[config.mk]
export PLATFORM = sky130hd
export DESIGN_NAME = voice_alloc_flat
export DESIGN_NICKNAME = d
export VERILOG_FILES = /design/src/rtl/voice_alloc_pkg.sv /design/src/rtl/voice_alloc_if.sv /design/src/rtl/voice_age_bank.sv /design/src/rtl/voice_alloc.sv /design/src/flat_wrapper.sv
export SDC_FILE = /design/constraint.sdc
export NUM_CORES = 1
export LEC_CHECK = 0
export CAP_MARGIN = 5
export CORE_MARGIN = 3
export CORE_UTILIZATION = 52
export DETAILED_ROUTE_END_ITERATION = 8
export PLACE_DENSITY = 0.8
export SYNTH_ARGS = -nofsm -noshare
export SYNTH_HDL_FRONTEND = slang
export SYNTH_HIERARCHICAL = 1
export SYNTH_SLANG_ARGS = --single-unit
[constraint.sdc]
create_clock -name clk -period 2.4 [get_ports clk]
set_input_delay 0.48 -clock clk [delete_from_list [all_inputs] [get_ports clk]]
set_output_delay 0.48 -clock clk [all_outputs]
set_load 0.005 [all_outputs]
[src/rtl/voice_alloc_pkg.sv]
// Shared types and constants for the voice allocator.
package voice_alloc_pkg;

  typedef enum logic [1:0] {
    IDLE   = 2'd0,
    SEARCH = 2'd1,
    COMMIT = 2'd2
  } state_t;

  localparam int FREQ_W       = 12;
  localparam int AGE_W        = 8;
  localparam int DEFAULT_FREQ = 440;
  localparam int AGE_MAX      = 255;

endpackage

[src/rtl/voice_alloc_if.sv]
// Note-event handshake plus per-voice oscillator/mixer outputs.
// master = note decoder side, slave = allocator.
interface voice_alloc_if #(
  parameter int NUM_VOICES = 4,
  parameter int FREQ_W     = voice_alloc_pkg::FREQ_W
);
  logic                         ev_valid;
  logic                         ev_ready;
  logic                         ev_on;
  logic [FREQ_W-1:0]            ev_freq;
  logic [NUM_VOICES*FREQ_W-1:0] voice_freq;
  logic [NUM_VOICES-1:0]        voice_active;
  logic                         steal_pulse;
  logic                         drop_pulse;

  modport master (
    output ev_valid, ev_on, ev_freq,
    input  ev_ready, voice_freq, voice_active, steal_pulse, drop_pulse
  );

  modport slave (
    input  ev_valid, ev_on, ev_freq,
    output ev_ready, voice_freq, voice_active, steal_pulse, drop_pulse
  );
endinterface

[src/rtl/voice_age_bank.sv]
// Saturating per-voice age counters; on i_inc the cleared voice goes to 0 and
// every other active voice ages by one. Single-cycle update, no backpressure.
module voice_age_bank
  import voice_alloc_pkg::*;
#(
  parameter int NUM_VOICES = 4,
  parameter int IDX_W      = 2
) (
  input  logic                             clk,
  input  logic                             rst_n,
  input  logic                             i_inc,
  input  logic [IDX_W-1:0]                 i_clr_idx,
  input  logic [NUM_VOICES-1:0]            i_active,
  output logic [NUM_VOICES-1:0][AGE_W-1:0] o_age
);
  logic [NUM_VOICES-1:0][AGE_W-1:0] r_age;

  always_ff @(posedge clk or negedge rst_n) begin
    if (!rst_n) begin
      r_age <= '0;
    end else if (i_inc) begin
      for (int i = 0; i < NUM_VOICES; i++) begin
        if (IDX_W'(i) == i_clr_idx) begin
          r_age[i] <= '0;
        end else if (i_active[i] && (r_age[i] != AGE_W'(AGE_MAX))) begin
          r_age[i] <= r_age[i] + 1'b1;
        end
      end
    end
  end

  assign o_age = r_age;
endmodule

[src/rtl/voice_alloc.sv]
// Polyphonic voice allocator: one event per NUM_VOICES+2 cycles, ev_ready low while scanning/committing.
// VOICE_ALLOC_STEAL_EN: full-bank note-on steals the oldest voice instead of being dropped.
module voice_alloc #(
  parameter int NUM_VOICES = 4,
  parameter int FREQ_W     = voice_alloc_pkg::FREQ_W
) (
  input logic          clk,
  input logic          rst_n,
  voice_alloc_if.slave bus
);
  import voice_alloc_pkg::*;

  localparam int IDX_W = (NUM_VOICES > 1) ? $clog2(NUM_VOICES) : 1;
  localparam logic [IDX_W-1:0] LAST_IDX = IDX_W'(NUM_VOICES - 1);

  state_t                            r_state, w_state_nxt;
  logic                              r_ready;
  logic                              r_on;
  logic [FREQ_W-1:0]                 r_freq;
  logic [IDX_W-1:0]                  r_idx;
  logic                              r_match_vld, r_free_vld;
  logic [IDX_W-1:0]                  r_match_idx, r_free_idx;
  logic [NUM_VOICES-1:0][FREQ_W-1:0] r_freq_bank;
  logic [NUM_VOICES-1:0]             r_active;
  logic                              r_drop;
  logic                              w_hs, w_commit, w_new_on;
  logic                              w_retrig, w_alloc, w_full, w_release, w_steal, w_drop;
  logic [IDX_W-1:0]                  w_tgt_idx;
  logic                              w_cur_act;
  logic [FREQ_W-1:0]                 w_cur_freq;

  always_ff @(posedge clk or negedge rst_n) begin
    if (!rst_n) begin
      r_state <= IDLE;
      r_ready <= 1'b1;
    end else begin
      r_state <= w_state_nxt;
      r_ready <= (w_state_nxt == IDLE);
    end
  end

  always_comb begin
    w_state_nxt = r_state;
    case (r_state)
      IDLE:    if (w_hs) w_state_nxt = SEARCH;
      SEARCH:  if (r_idx == LAST_IDX) w_state_nxt = COMMIT;
      COMMIT:  w_state_nxt = IDLE;
      default: w_state_nxt = IDLE;
    endcase
  end

  assign w_hs       = (r_state == IDLE) && r_ready && bus.ev_valid;
  assign w_commit   = (r_state == COMMIT);
  assign w_cur_act  = r_active[r_idx];
  assign w_cur_freq = r_freq_bank[r_idx];

  // A zero frequency would stall the oscillator divider, so it never reaches a lane.
  assign w_new_on  = w_commit && r_on && (r_freq != '0);
  assign w_retrig  = w_new_on && r_match_vld;
  assign w_alloc   = w_new_on && !r_match_vld && r_free_vld;
  assign w_full    = w_new_on && !r_match_vld && !r_free_vld;
  assign w_release = w_commit && !r_on && r_match_vld;

`ifdef VOICE_ALLOC_STEAL_EN
  logic                             r_old_vld;
  logic [IDX_W-1:0]                 r_old_idx;
  logic [AGE_W-1:0]                 r_old_age;
  logic                             r_steal;
  logic [NUM_VOICES-1:0][AGE_W-1:0] w_ages;

  assign w_steal = w_full;
  assign w_drop  = w_commit && r_on && (r_freq == '0);

  voice_age_bank #(.NUM_VOICES(NUM_VOICES), .IDX_W(IDX_W)) u_age_bank (
    .clk       (clk),
    .rst_n     (rst_n),
    .i_inc     (w_retrig || w_alloc || w_steal),
    .i_clr_idx (w_tgt_idx),
    .i_active  (r_active),
    .o_age     (w_ages)
  );

  always_ff @(posedge clk or negedge rst_n) begin
    if (!rst_n) begin
      r_old_vld <= 1'b0;
      r_old_idx <= '0;
      r_old_age <= '0;
      r_steal   <= 1'b0;
    end else begin
      r_steal <= w_steal;
      if (w_hs) begin
        r_old_vld <= 1'b0;
      end else if ((r_state == SEARCH) && w_cur_act &&
                   (!r_old_vld || (w_ages[r_idx] > r_old_age))) begin
        r_old_vld <= 1'b1;
        r_old_idx <= r_idx;
        r_old_age <= w_ages[r_idx];
      end
    end
  end

  assign bus.steal_pulse = r_steal;
`else
  assign w_steal = 1'b0;
  assign w_drop  = w_commit && r_on && ((r_freq == '0) || w_full);
  assign bus.steal_pulse = 1'b0;
`endif

  always_comb begin
    w_tgt_idx = r_free_idx;
    if (r_match_vld) begin
      w_tgt_idx = r_match_idx;
    end
`ifdef VOICE_ALLOC_STEAL_EN
    else if (!r_free_vld) begin
      w_tgt_idx = r_old_idx;
    end
`endif
  end

  always_ff @(posedge clk or negedge rst_n) begin
    if (!rst_n) begin
      r_on        <= 1'b0;
      r_freq      <= '0;
      r_idx       <= '0;
      r_match_vld <= 1'b0;
      r_match_idx <= '0;
      r_free_vld  <= 1'b0;
      r_free_idx  <= '0;
      r_active    <= '0;
      r_drop      <= 1'b0;
      for (int i = 0; i < NUM_VOICES; i++) begin
        r_freq_bank[i] <= FREQ_W'(DEFAULT_FREQ);
      end
    end else begin
      r_drop <= w_drop;
      if (w_hs) begin
        r_on        <= bus.ev_on;
        r_freq      <= bus.ev_freq;
        r_idx       <= '0;
        r_match_vld <= 1'b0;
        r_free_vld  <= 1'b0;
      end else if (r_state == SEARCH) begin
        r_idx <= r_idx + 1'b1;
        if (w_cur_act && (w_cur_freq == r_freq) && !r_match_vld) begin
          r_match_vld <= 1'b1;
          r_match_idx <= r_idx;
        end
        if (!w_cur_act && !r_free_vld) begin
          r_free_vld <= 1'b1;
          r_free_idx <= r_idx;
        end
      end
      if (w_alloc || w_steal) begin
        r_freq_bank[w_tgt_idx] <= r_freq;
        r_active[w_tgt_idx]    <= 1'b1;
      end
      // Released voices keep their frequency so the oscillator sees no step.
      if (w_release) begin
        r_active[w_tgt_idx] <= 1'b0;
      end
    end
  end

  assign bus.ev_ready     = r_ready;
  assign bus.voice_freq   = r_freq_bank;
  assign bus.voice_active = r_active;
  assign bus.drop_pulse   = r_drop;
endmodule

[src/flat_wrapper.sv]
// flat-port wrapper written by rule: the top's interface ports become plain ports
module voice_alloc_flat import voice_alloc_pkg::*;
#(
  parameter int NUM_VOICES = 4,
  parameter int FREQ_W     = voice_alloc_pkg::FREQ_W
)
  (clk, rst_n, bus_ev_valid, bus_ev_on, bus_ev_freq, bus_ev_ready, bus_voice_freq, bus_voice_active, bus_steal_pulse, bus_drop_pulse);
  voice_alloc_if #(.NUM_VOICES(NUM_VOICES), .FREQ_W(FREQ_W)) bus_i ();
  input logic clk;
  input logic rst_n;
  input wire logic [$bits(bus_i.ev_valid)-1:0] bus_ev_valid;
  input wire logic [$bits(bus_i.ev_on)-1:0] bus_ev_on;
  input wire logic [$bits(bus_i.ev_freq)-1:0] bus_ev_freq;
  output wire logic [$bits(bus_i.ev_ready)-1:0] bus_ev_ready;
  output wire logic [$bits(bus_i.voice_freq)-1:0] bus_voice_freq;
  output wire logic [$bits(bus_i.voice_active)-1:0] bus_voice_active;
  output wire logic [$bits(bus_i.steal_pulse)-1:0] bus_steal_pulse;
  output wire logic [$bits(bus_i.drop_pulse)-1:0] bus_drop_pulse;
  assign bus_i.ev_valid = bus_ev_valid;
  assign bus_i.ev_on = bus_ev_on;
  assign bus_i.ev_freq = bus_ev_freq;
  assign bus_ev_ready = bus_i.ev_ready;
  assign bus_voice_freq = bus_i.voice_freq;
  assign bus_voice_active = bus_i.voice_active;
  assign bus_steal_pulse = bus_i.steal_pulse;
  assign bus_drop_pulse = bus_i.drop_pulse;
  voice_alloc #(.NUM_VOICES(NUM_VOICES), .FREQ_W(FREQ_W)) u_core (.clk(clk), .rst_n(rst_n), .bus(bus_i));
endmodule
==> results of run 1 <==
[layer usage]
metal | GRT usage | part of all wire
met5 | 0 | 0
met3 | 0.0498 | 0.057
met1 | 0.306 | 0.44
met4 | 0.103 | 0.019
met2 | 0.369 | 0.49
[state kept, by name, indices dropped and copies added (netlist names), 2 cells and up]
| name | cells |
|---|---|
| u_core/bus.voice_active | 4 |
| u_core/r_idx | 2 |
| u_core/r_free_idx | 2 |
| u_core/r_state | 2 |
| u_core/bus.voice_freq | 48 |
| u_core/r_match_idx | 2 |
| u_core/r_freq | 12 |
[cells in the final DEF, fill, tap and decap left out, types with 2 or more instances in the layout]
master	synthesis	final
a21oi_1	4	4
buf_12	0	2
buf_4	3	14
clkbuf_8	0	10
clkdlybuf4s50_1	0	68
clkinv_2	0	4
dfrtp_1	56	56
dfstp_2	21	21
inv_1	6	6
mux2_1	67	67
mux2i_1	10	10
mux4_1	7	7
mux4_2	2	2
nand2_1	11	11
nand2b_1	3	3
nand3_1	4	4
nor2_1	9	9
nor2b_1	7	7
nor3_2	1	2
nor4_1	3	3
o21ai_1	3	3
o221ai_1	3	3
xnor2_1	4	4
xor2_1	5	5
[worst min-delay path by stage]
stage	startpoint	endpoint	slack (ns)
2_1_floorplan	rst_n	u_core/bus.drop_pulse	0.18
3_3_place_gp	rst_n	u_core/bus.voice_freq[33]	0.46
3_5_place_dp	rst_n	u_core/bus.voice_freq[21]	0.47
4_1_cts	rst_n	u_core/bus.voice_freq[11]	0.09
5_1_grt	rst_n	u_core/bus.voice_freq[46]	0.11
6_report	rst_n	u_core/bus.voice_freq[10]	0.09
[layout make-up]
cell class	instances	area, sq um
Clock buffer	11	141
Clock inverter	5	27.5
Fill cell	455	1890
Inverter	6	22.5
Multi-Input combinational cell	161	1570
Sequential cell	77	1950
Tap cell	77	96.3
Timing Repair Buffer	85	831
[through the flow]
stage	cell area [sq um]	util	power, mW
after global routing	4640	0.710	5.43
final	4640	0.710	5.10
after detailed placement	4470	0.684	4.26
after CTS	4640	0.710	5.13
after floorplan	3620	-	3.26
after global placement	4470	0.684	4.19
[kinds of logic after synthesis]
family          Yosys count
mux                      87
flops                    77
simple gates             47
buf+inv                  20
compound gates           16
xor+xnor                  9
fa+ha+maj                 1
other cells               1
[power by group through the flow]
stage / combinational (mW) / sequential, mW / clock, mW
floorplan: 1.11 / 2.16 / 0
global placement: 1.87 / 2.32 / 0
detailed placement: 1.93 / 2.33 / 0
CTS: 1.94 / 2.31 / 0.877
global route: 2.10 / 2.39 / 0.938
finish: 1.92 / 2.31 / 0.859
[worst register-to-register path: cells and delay by family (launching register included)]
family	cells	cell delay [ns]
xor+xnor	1	0.18
buf+inv	1	0.28
flops	1	0.54
mux	2	0.66
simple gates	2	0.44
==> impl_metrics.csv, run 1 <==
group,metric,value,unit
clock_network,clock_path_buffers,2,
power,switching_share,0.340,
grt,overflow,0,
sta,fin_ws,0.185,ns
logic_synthesis,syn_area_per_cell,14.0,sq um
worst_setup_path,r2r_cells,6,
worst_hold_path,holdCritPathClass,"in2async",
sta,finClkSkew,0.00856,ns
logic_synthesis,synthMuxAreaShare,0.303,
power,comb_power_share,0.378,
floorplanning,die_h,89.4,um
worst_setup_path,worst-path-stages,6,
sta,timing.setup.tns,0,ns
clock_network,cts_tree,"done",
worst_setup_path,path_cells,"buf_4, mux4_2, xor2_1, nor4_4, nand3_2, mux2_1",
clock_network,clk_latency,0.35,ns
sta,hold_viol_final,0,
logic_synthesis,synth_edf_count,0,
logic_synthesis,synth_area,0.00362,sq mm
clock_network,ctsRootBufferMaster,"clkbuf_8",
logic_synthesis,syn_nets,275,
drt,drt.antenna.violating_nets,0,
logic_synthesis,synth_compound_area_frac,0.0304,
clock_network,clock_sinks,77,
placement,port_buffers,69,
worst_setup_path,path_delay_family,"multiplexers",
sta,fin_crit_sh,0.923,
logic_synthesis,ys_ff_latch,77,
worst_setup_path,timing.rr.start,"u_core/r_idx[1]",
logic_synthesis,yosysTopAreaCell,"dfrtp_1",
worst_setup_path,cp_slowest_cell,"dfrtp_1",
logic_synthesis,ys_seq_area_frac,0.540,
flow_run,drv_cap,0,
drt,wl_per_cell,19.6,um
power,vdd_drop_max,617,uV
grt,track_usage,0.232,
placement,gp_congestion,0.813,
sta,rsz0062_at_grt,"no",
clock_network,post_cts_buffers,0,
logic_synthesis,synth_most_common_cell,"mux2_1",
logic_synthesis,yosysWarningCount,6,
placement,dpl.cell_count,406,
outcome,status,"completed",
sta,tightest_slew,0.516,ns
worst_setup_path,critPathCaptureType,"flip-flop",
sta,max_freq,0.451,GHz
worst_setup_path,cp_max_fo,12,
logic_synthesis,synthSimpleGateAreaFrac,0.0723,
logic_synthesis,synth_top_family_by_area,"multiplexers",
finish,nNetsFinal,357,
finish,antenna_cells,0,
clock_network,htreeDepth,3,
power,p_seq_frac,0.454,
logic_synthesis,ys_top_cells_by_count,"mux2_1, dfrtp_1, dfstp_2",
logic_synthesis,async_flop_share,1.00,
sta,relSlewSlack,0.656,
worst_setup_path,crit_required,2.63,ns
sta,whs,0.0939,ns
grt,first_global_vias,2541,
finish,syn_to_final_growth,28.3,%
drt,vias,2447,
drt,via_per_inst,5.80,
floorplanning,rows,29,
drt,firstDrtPassIters,4,
drt,drtIter0Drc,121,
logic_synthesis,synth_xor_area_frac,0.0218,
logic_synthesis,synthAdderAreaFrac,0.00346,
logic_synthesis,synth_cell_types,41,
floorplanning,core_area,0.00653,sq mm
power,pwr_density_cell,1100,mW/mm^2
worst_setup_path,r2r-end,"u_core/r_match_idx[0]",
worst_setup_path,rrSetupSlack,0.19,ns
grt,antenna_found_initial,0,
worst_setup_path,critPathMaxStageDelay,0.54,ns
floorplanning,io_pins,71,
drt,wl,8290,um
floorplanning,start_util,0.554,
placement,place_hpwl,5890,um
clock_network,numCtsBuffers,9,
drt,drc,0,
worst_setup_path,cp-startpoint,"u_core/r_idx[1]",
sta,setup_violations,0,
worst_setup_path,critical_path.startpoint_type,"flip-flop",
power,p_switching,1.73,mW
logic_synthesis,yosys-top-cells-area,"dfrtp_1, mux2_1, dfstp_2, mux4_1, mux2i_1",
sta,slew_viol_final,0,
worst_setup_path,worstSetupPathType,"reg2reg",
worst_setup_path,critPathCapture,"u_core/r_match_idx[0]",
power,p_int,3.36,mW
clock_network,ctsHoldBuffers,0,
grt,grt_max_degree,58,
grt,grt_pass1_wl,13300,um
worst_setup_path,crit_buf_inv,1,
clock_network,cts.repair.resized,0,
sta,fin_crit,2.21,ns
finish,instances_no_fill,422,
logic_synthesis,ys.flop_type,"dfrtp_1",
logic_synthesis,netlist.area_leader.share,0.388,
floorplanning,die-area,0.00799,sq mm
worst_setup_path,crit_arrival,2.45,ns
placement,post-place-ws,0.185,ns
power,power_frac_clock,0.169,
floorplanning,die_w,89.4,um
power,p_leak,2.09,nW
clock_network,path_clk_slew,0.08,ns
finish,drive_gt1_frac,0.174,
logic_synthesis,synthCells,258,
(Power assumes the default switching activity.)
==> inputs of run 2 (changes only) <==
GPL_ROUTABILITY_DRIVEN = 1   (was not set)
==> results of run 2 <==
Same layout as run 1: the final DEF is identical, and so are final timing and power.
==> inputs of run 3 (changes only) <==
CTS_CLUSTER_SIZE = 8   (was not set)
==> results of run 3 <==
Same layout as run 1: the final DEF is identical, and so are final timing and power.
